==> config.mk <==
export PLATFORM = sky130hd
export DESIGN_NAME = hazard_ctrl
export DESIGN_NICKNAME = d
export VERILOG_FILES = /design/src/rtl/hazard_pkg.sv /design/src/rtl/hazard_fwd_sel.sv /design/src/rtl/hazard_ctrl.sv
export SDC_FILE = /design/constraint.sdc
export NUM_CORES = 1
export LEC_CHECK = 0
export BUFFER_PORTS_ARGS = -buffer_cell sky130_fd_sc_hd__buf_2
export CORE_UTILIZATION = 35
export DETAILED_ROUTE_END_ITERATION = 12
export MAX_ROUTING_LAYER = met4
export PLACE_DENSITY = 0.67
export SYNTH_ARGS = -nofsm -noshare
export SYNTH_HDL_FRONTEND = slang
export SYNTH_HIERARCHICAL = 1
export SYNTH_SLANG_ARGS = --single-unit
export TNS_END_PERCENT = 50
==> constraint.sdc <==
create_clock -name CLK -period 4.3 [get_ports CLK]
set_input_delay 0.43 -clock CLK [delete_from_list [all_inputs] [get_ports CLK]]
set_output_delay 0.43 -clock CLK [all_outputs]
set_load 0.01 [all_outputs]
==> src/rtl/hazard_pkg.sv <==
// Shared types and constants for the pipeline hazard controller.
// Used by hazard_ctrl and hazard_fwd_sel.
package hazard_pkg;

  localparam logic [1:0] FWD_RF = 2'b00;
  localparam logic [1:0] FWD_EM = 2'b01;
  localparam logic [1:0] FWD_MW = 2'b10;

  localparam logic [7:0] TIMEOUT_LIMIT = 8'd255;

  typedef enum logic {
    RUN   = 1'b0,
    MWAIT = 1'b1
  } state_t;

  typedef struct packed {
    logic       raw;
    logic       load_use;
    logic [1:0] fwd;
  } src_hit_t;

endpackage

==> src/rtl/hazard_fwd_sel.sv <==
// Per-operand source match against EX/MEM/WB writers.
// Reports RAW and load-use hits plus the bypass select.
module hazard_fwd_sel
  import hazard_pkg::*;
(
  input  logic [4:0] rs,
  input  logic       rs_used,
  input  logic [4:0] rd_e,
  input  logic       we_e,
  input  logic       load_e,
  input  logic [4:0] rd_m,
  input  logic       we_m,
  input  logic [4:0] rd_w,
  input  logic       we_w,
  output src_hit_t   hit
);

  logic rs_nz;
  logic hit_e;
  logic hit_m;
  logic hit_w;

  assign rs_nz = (rs != 5'd0);
  assign hit_e = rs_nz & we_e & (rd_e == rs);
  assign hit_m = rs_nz & we_m & (rd_m == rs);
  assign hit_w = rs_nz & we_w & (rd_w == rs);

  // MEM result is younger than WB, so it wins the bypass.
  always_comb begin
    hit.raw      = rs_used & (hit_e | hit_m);
    hit.load_use = rs_used & load_e & hit_e;
    if (hit_m)
      hit.fwd = FWD_EM;
    else if (hit_w)
      hit.fwd = FWD_MW;
    else
      hit.fwd = FWD_RF;
  end

endmodule

==> src/rtl/hazard_ctrl.sv <==
// Pipeline hazard controller: memory wait, redirect, load-use, RAW.
// Define HAZARD_FWD_EN to enable operand bypassing instead of RAW stalls.
module hazard_ctrl
  import hazard_pkg::*;
(
  input  logic        CLK,
  input  logic        RST,
  input  logic [4:0]  RS1_D,
  input  logic [4:0]  RS2_D,
  input  logic        USE_RS1_D,
  input  logic        USE_RS2_D,
  input  logic [4:0]  RD_E,
  input  logic        WE_E,
  input  logic        LOAD_E,
  input  logic        BR_TAKEN_E,
  input  logic [4:0]  RD_M,
  input  logic        WE_M,
  input  logic [4:0]  RD_W,
  input  logic        WE_W,
  input  logic        DMEM_REQ_M,
  input  logic        DMEM_ACK_M,
  output logic        STALL_F,
  output logic        STALL_FD,
  output logic        STALL_DE,
  output logic        STALL_EM,
  output logic        FLUSH_FD,
  output logic        FLUSH_DE,
  output logic        BUBBLE_MW,
  output logic [1:0]  FWD_A,
  output logic [1:0]  FWD_B,
  output logic [15:0] STALL_CNT,
  output logic        MEM_TIMEOUT
);

  state_t     state;
  logic [7:0] wcnt;
  src_hit_t   hit_a;
  src_hit_t   hit_b;
  logic       mem_wait;
  logic       ld_use;
  logic       raw_stall;
  logic [1:0] fwd_a;
  logic [1:0] fwd_b;

  hazard_fwd_sel u_sel_a (
    .rs      (RS1_D),
    .rs_used (USE_RS1_D),
    .rd_e    (RD_E),
    .we_e    (WE_E),
    .load_e  (LOAD_E),
    .rd_m    (RD_M),
    .we_m    (WE_M),
    .rd_w    (RD_W),
    .we_w    (WE_W),
    .hit     (hit_a)
  );

  hazard_fwd_sel u_sel_b (
    .rs      (RS2_D),
    .rs_used (USE_RS2_D),
    .rd_e    (RD_E),
    .we_e    (WE_E),
    .load_e  (LOAD_E),
    .rd_m    (RD_M),
    .we_m    (WE_M),
    .rd_w    (RD_W),
    .we_w    (WE_W),
    .hit     (hit_b)
  );

  assign ld_use = hit_a.load_use | hit_b.load_use;

`ifdef HAZARD_FWD_EN
  logic unused_raw;
  assign fwd_a      = hit_a.fwd;
  assign fwd_b      = hit_b.fwd;
  assign raw_stall  = 1'b0;
  assign unused_raw = hit_a.raw ^ hit_b.raw;
`else
  logic unused_fwd;
  assign fwd_a      = FWD_RF;
  assign fwd_b      = FWD_RF;
  assign raw_stall  = hit_a.raw | hit_b.raw;
  assign unused_fwd = ^{hit_a.fwd, hit_b.fwd};
`endif

  // The first unacked request cycle already stalls, before MWAIT is entered.
  assign mem_wait = ~DMEM_ACK_M & ((state == MWAIT) | DMEM_REQ_M);

  // Priority: memory wait, then redirect, then load-use / RAW.
  always_comb begin
    STALL_F   = 1'b0;
    STALL_FD  = 1'b0;
    STALL_DE  = 1'b0;
    STALL_EM  = 1'b0;
    FLUSH_FD  = 1'b0;
    FLUSH_DE  = 1'b0;
    BUBBLE_MW = 1'b0;
    FWD_A     = FWD_RF;
    FWD_B     = FWD_RF;
    if (RST) begin
      FLUSH_FD = 1'b1;
      FLUSH_DE = 1'b1;
    end else begin
      if (mem_wait) begin
        STALL_F   = 1'b1;
        STALL_FD  = 1'b1;
        STALL_DE  = 1'b1;
        STALL_EM  = 1'b1;
        BUBBLE_MW = 1'b1;
      end else if (BR_TAKEN_E) begin
        FLUSH_FD = 1'b1;
        FLUSH_DE = 1'b1;
      end else if (ld_use | raw_stall) begin
        STALL_F  = 1'b1;
        STALL_FD = 1'b1;
        FLUSH_DE = 1'b1;
      end
      FWD_A = fwd_a;
      FWD_B = fwd_b;
    end
  end

  // Memory-wait FSM with wait-length counter and sticky timeout.
  always_ff @(posedge CLK) begin
    if (RST) begin
      state       <= RUN;
      wcnt        <= 8'd0;
      MEM_TIMEOUT <= 1'b0;
    end else begin
      unique case (state)
        RUN: begin
          if (DMEM_REQ_M & ~DMEM_ACK_M) begin
            state <= MWAIT;
            wcnt  <= 8'd0;
          end
        end
        MWAIT: begin
          if (DMEM_ACK_M) begin
            state <= RUN;
          end else begin
            if (wcnt != 8'hFF)
              wcnt <= wcnt + 8'd1;
            if (wcnt == TIMEOUT_LIMIT - 8'd1)
              MEM_TIMEOUT <= 1'b1;
          end
        end
        default: state <= RUN;
      endcase
    end
  end

  // Saturating count of fetch-stall cycles.
  always_ff @(posedge CLK) begin
    if (RST)
      STALL_CNT <= 16'd0;
    else if (STALL_F && (STALL_CNT != 16'hFFFF))
      STALL_CNT <= STALL_CNT + 16'd1;
  end

endmodule

Yosys cells after proc, flatten, opt, wreduce, memory -nomap -nowiden:

Cells that the tools add are included.

* register bits: 26
* input bits: 36
* word-level logic and storage cells: 64

* add/subtract/negate cells: 2
* equal/unequal tests: 10
* muxes and demuxes: 19
* bitwise operators: 24
* reduce and logical (&&, ||, !) cells: 5

Operators by type and width (number)
* 2-to-1 mux 8 bit: 3
* equality test 5 bit: 4
* adder 16 x 1 -> 16 bit (second input constant): 1
* AND 1 bit: 16
* != test 16 bit (second input constant): 1
* case mux 8 bit (2 select lines): 1
* 2-to-1 mux 1 bit: 14
* nonzero test 5 bit: 2
* adder 8 x 1 -> 8 bit (second input constant): 1
* equality test 8 bit (second input constant): 1
* != test 8 bit (second input constant): 1
* bitwise OR 1 bit: 6
* AND reduction 3 bit: 2
* != test 2 bit (second input constant): 2
* != test 2 x 1 -> 1 bit (second input constant): 1
* NOT 1 bit: 2
* case mux 1 bit (2 select lines): 1
* logical AND 1 bit: 1

Depth between registers and ports, before layout:

* word-level depth: 12
* mapped depth: 9

Modules after synthesis:

The synthesis kept the hierarchy.

By module, submodules not included
* hazard_ctrl: times used 1, cells each 171, area an instance 1422.6 um2, seq. area each 520.5 um2
* hazard_fwd_sel: times used 2, cells each 31, area an instance 225.2 um2, seq. area each 0.0 um2

Least setup slack after synthesis:

Ideal clock, no wire load.

* kind: input port to output port
* start: in RS2_D[1]
* end: out STALL_FD
* arrival time: 2246 ps
* required time: 3870 ps
* slack: 1624 ps
* stages on the path: 7
* cells stage by stage: or4_1 -> nor2_2 -> nor4_1 -> and2_1 -> nor4_1 -> o22ai_4 -> buf_4

RTL lines
* start: declaration: RTL line hazard_ctrl.sv:9 `input logic [4:0] RS2_D,`
* end: declaration: RTL line hazard_ctrl.sv:23 `output logic STALL_FD,`

==> flow_summary.json <==
{
  "grt_setup_unrepaired": "no",
  "layout.area.seq_um2": 520,
  "worstSetupEndpointType": "primary output",
  "worstPathArrival_ps": 2560,
  "synth_cells": 213,
  "pwr-share-comb_pct": 16.3,
  "min_path_cells": 3,
  "cts_buffer_depth": 2,
  "p_sw_share_pct": 26.3,
  "grt_max_degree": 31,
  "diodes": 0,
  "portBuffers": 53,
  "cpPeakStageDelay_ps": 620,
  "syn_area_per_cell_um2": 8.10,
  "slew_violations": 0,
  "die_w_um": 72.2,
  "globalplace.congestion": 0.842,
  "cts_resized": 0,
  "fillerInstances": 493,
  "dieArea_um2": 5210,
  "tightest_slew_ps": 692,
  "finalClockSkew_ps": 2.09,
  "worstPathMaxFanout": 10,
  "drt_iter0_drc": 65,
  "routed_wl_um": 3900,
  "cap_violations": 0,
  "fp-row-count": 25,
  "drive_above_1_share_pct": 24.9,
  "ios": 64,
  "fin_crit_sh_pct": 69.6,
  "fmax_mhz": 334,
  "routed_via_density": 5.15,
  "grt_antenna_before_repair": 0,
  "cp_num_buf_inv": 2,
  "hold_viol_final": 0,
  "cpLargestDelayFamily": "simple AND/OR/NAND/NOR gates",
  "grt.total_usage_pct": 15.9,
  "core_region_area_um2": 4720,
  "slowest_stage": "nor4_1",
  "start_kind": "primary input",
  "syn_area_um2": 1730,
  "critPathKind": "primary input to primary output",
  "whs_ps": 467,
  "h-tree-depth": 1,
  "cp.depth": 8,
  "numCtsBuffers": 3,
  "p_seq_share_pct": 53.6,
  "finalSetupViolCount": 0,
  "drc_errors": 0,
  "initial_core_util_pct": 36.5,
  "clock_latency_ps": 270,
  "grt_pass1_vias": 1528,
  "clk_pin_slew_worst_paths_ps": 90,
  "syn2layout_area_growth_pct": 19.1,
  "worst_slew_margin_rel_pct": 53.4,
  "multi_input_area_um2": 1120,
  "final_nets": 302,
  "power.switching_uw": 121,
  "period_needed_ps": 2990,
  "power.leakage_nw": 0.813,
  "dp_hpwl_um": 2950,
  "powerDensity_nw_per_um2": 223,
  "hold_class": "primary input to flip-flop",
  "grt_overflow": 0,
  "p_int_uw": 338,
  "hold_buffers": 0,
  "grt_pass1_wl_um": 6630,
  "cts.sinks": 26,
  "cp.required_ps": 3870,
  "num_vias": 1690,
  "outcome": "finished clean",
  "clock_power_share_pct": 30.1,
  "yosys_warnings": 6,
  "ant_nets": 0,
  "root_buffer": "clkbuf_8",
  "tns_ps": 0,
  "postCtsSetupBuffers": 0,
  "reg2regPathDepth": 6,
  "ir_drop_uv": 120,
  "dr.pass1.iters": 4,
  "path_cells": "buf_2, or4_1, nor2_2, nor4_1, and2_1, nor4_1, o22ai_4, buf_2",
  "routedWlPerCell_um": 11.9,
  "cts_tree": "done",
  "die_h_um": 72.2
}
worst paths after layout:
kind                     start       endpoint  slack (ps)
setup reg to reg  STALL_CNT[0]  STALL_CNT[15]        2270
hold / removal      DMEM_ACK_M        wcnt[6]         470
setup / recovery      RS2_D[1]       STALL_FD        1310
hold reg to reg    MEM_TIMEOUT    MEM_TIMEOUT         500
power by group through the flow:
stage	logic, mW	registers, mW	clock network (mW)
after global placement	0.0741	0.251	0
final	0.0749	0.246	0.138
after floorplan	0.0478	0.250	0
after global routing	0.0824	0.246	0.153
after detailed placement	0.0746	0.251	0
after CTS	0.0749	0.246	0.143
flip-flops by register name, indices dropped and copies added (netlist names):
name,flops
STALL_CNT,16
MEM_TIMEOUT,1
state,1
wcnt,8
final cells by class:
type | instances | area share, %
clock buffer | 3 | 2.01
timing repair buffer | 53 | 12.9
sequential | 26 | 25.3
multi-input combinational | 173 | 54.6
inverter | 6 | 1.10
tap | 67 | 4.08
worst reg2reg max path, stage by stage (launching register included):
cell and delay [ps]:
dfxtp_1 440, ha_1 220, nand4_1 150, or4_4 570, o211ai_4 300, or4_1 160
a21oi_1 60
per-layer routing:
metal / vias to the layer above / share of wire (%) / track usage [%] / wire, um
li1: 864 / - / - / -
met1: 786 / 49 / 20.4 / 1900
met2: 38 / 47 / 26.6 / 1840
met3: 2 / 3.3 / 1.81 / 128
met4: 0 / 0.62 / 3.92 / 24
met5: - / 0 / - / 0
stage by stage:
step | utilization [%] | setup WS, ps | power (mW) | instance area [um2] | instances
floorplan | - | 1650 | 0.298 | 1740 | 216
global placement | 42.6 | 1290 | 0.325 | 2010 | 325
detailed placement | 42.6 | 1270 | 0.326 | 2010 | 325
CTS | 43.5 | 1270 | 0.463 | 2060 | 328
global route | 43.5 | 1190 | 0.482 | 2060 | 328
finish | 43.5 | 1310 | 0.459 | 2060 | 328
cells in the final DEF (no fill, tap or decap), types with 5 or more instances in the layout:
master	n
inv_1	6
nand2_1	17
dfxtp_1	26
nor4_1	5
o21ai_0	8
nand3_1	9
xnor2_1	12
nand4_1	7
a21oi_1	13
nor2_1	26
and3_1	5
xor2_1	13
buf_2	53
nor3_1	5
Power figures use the tool's default switching activity.
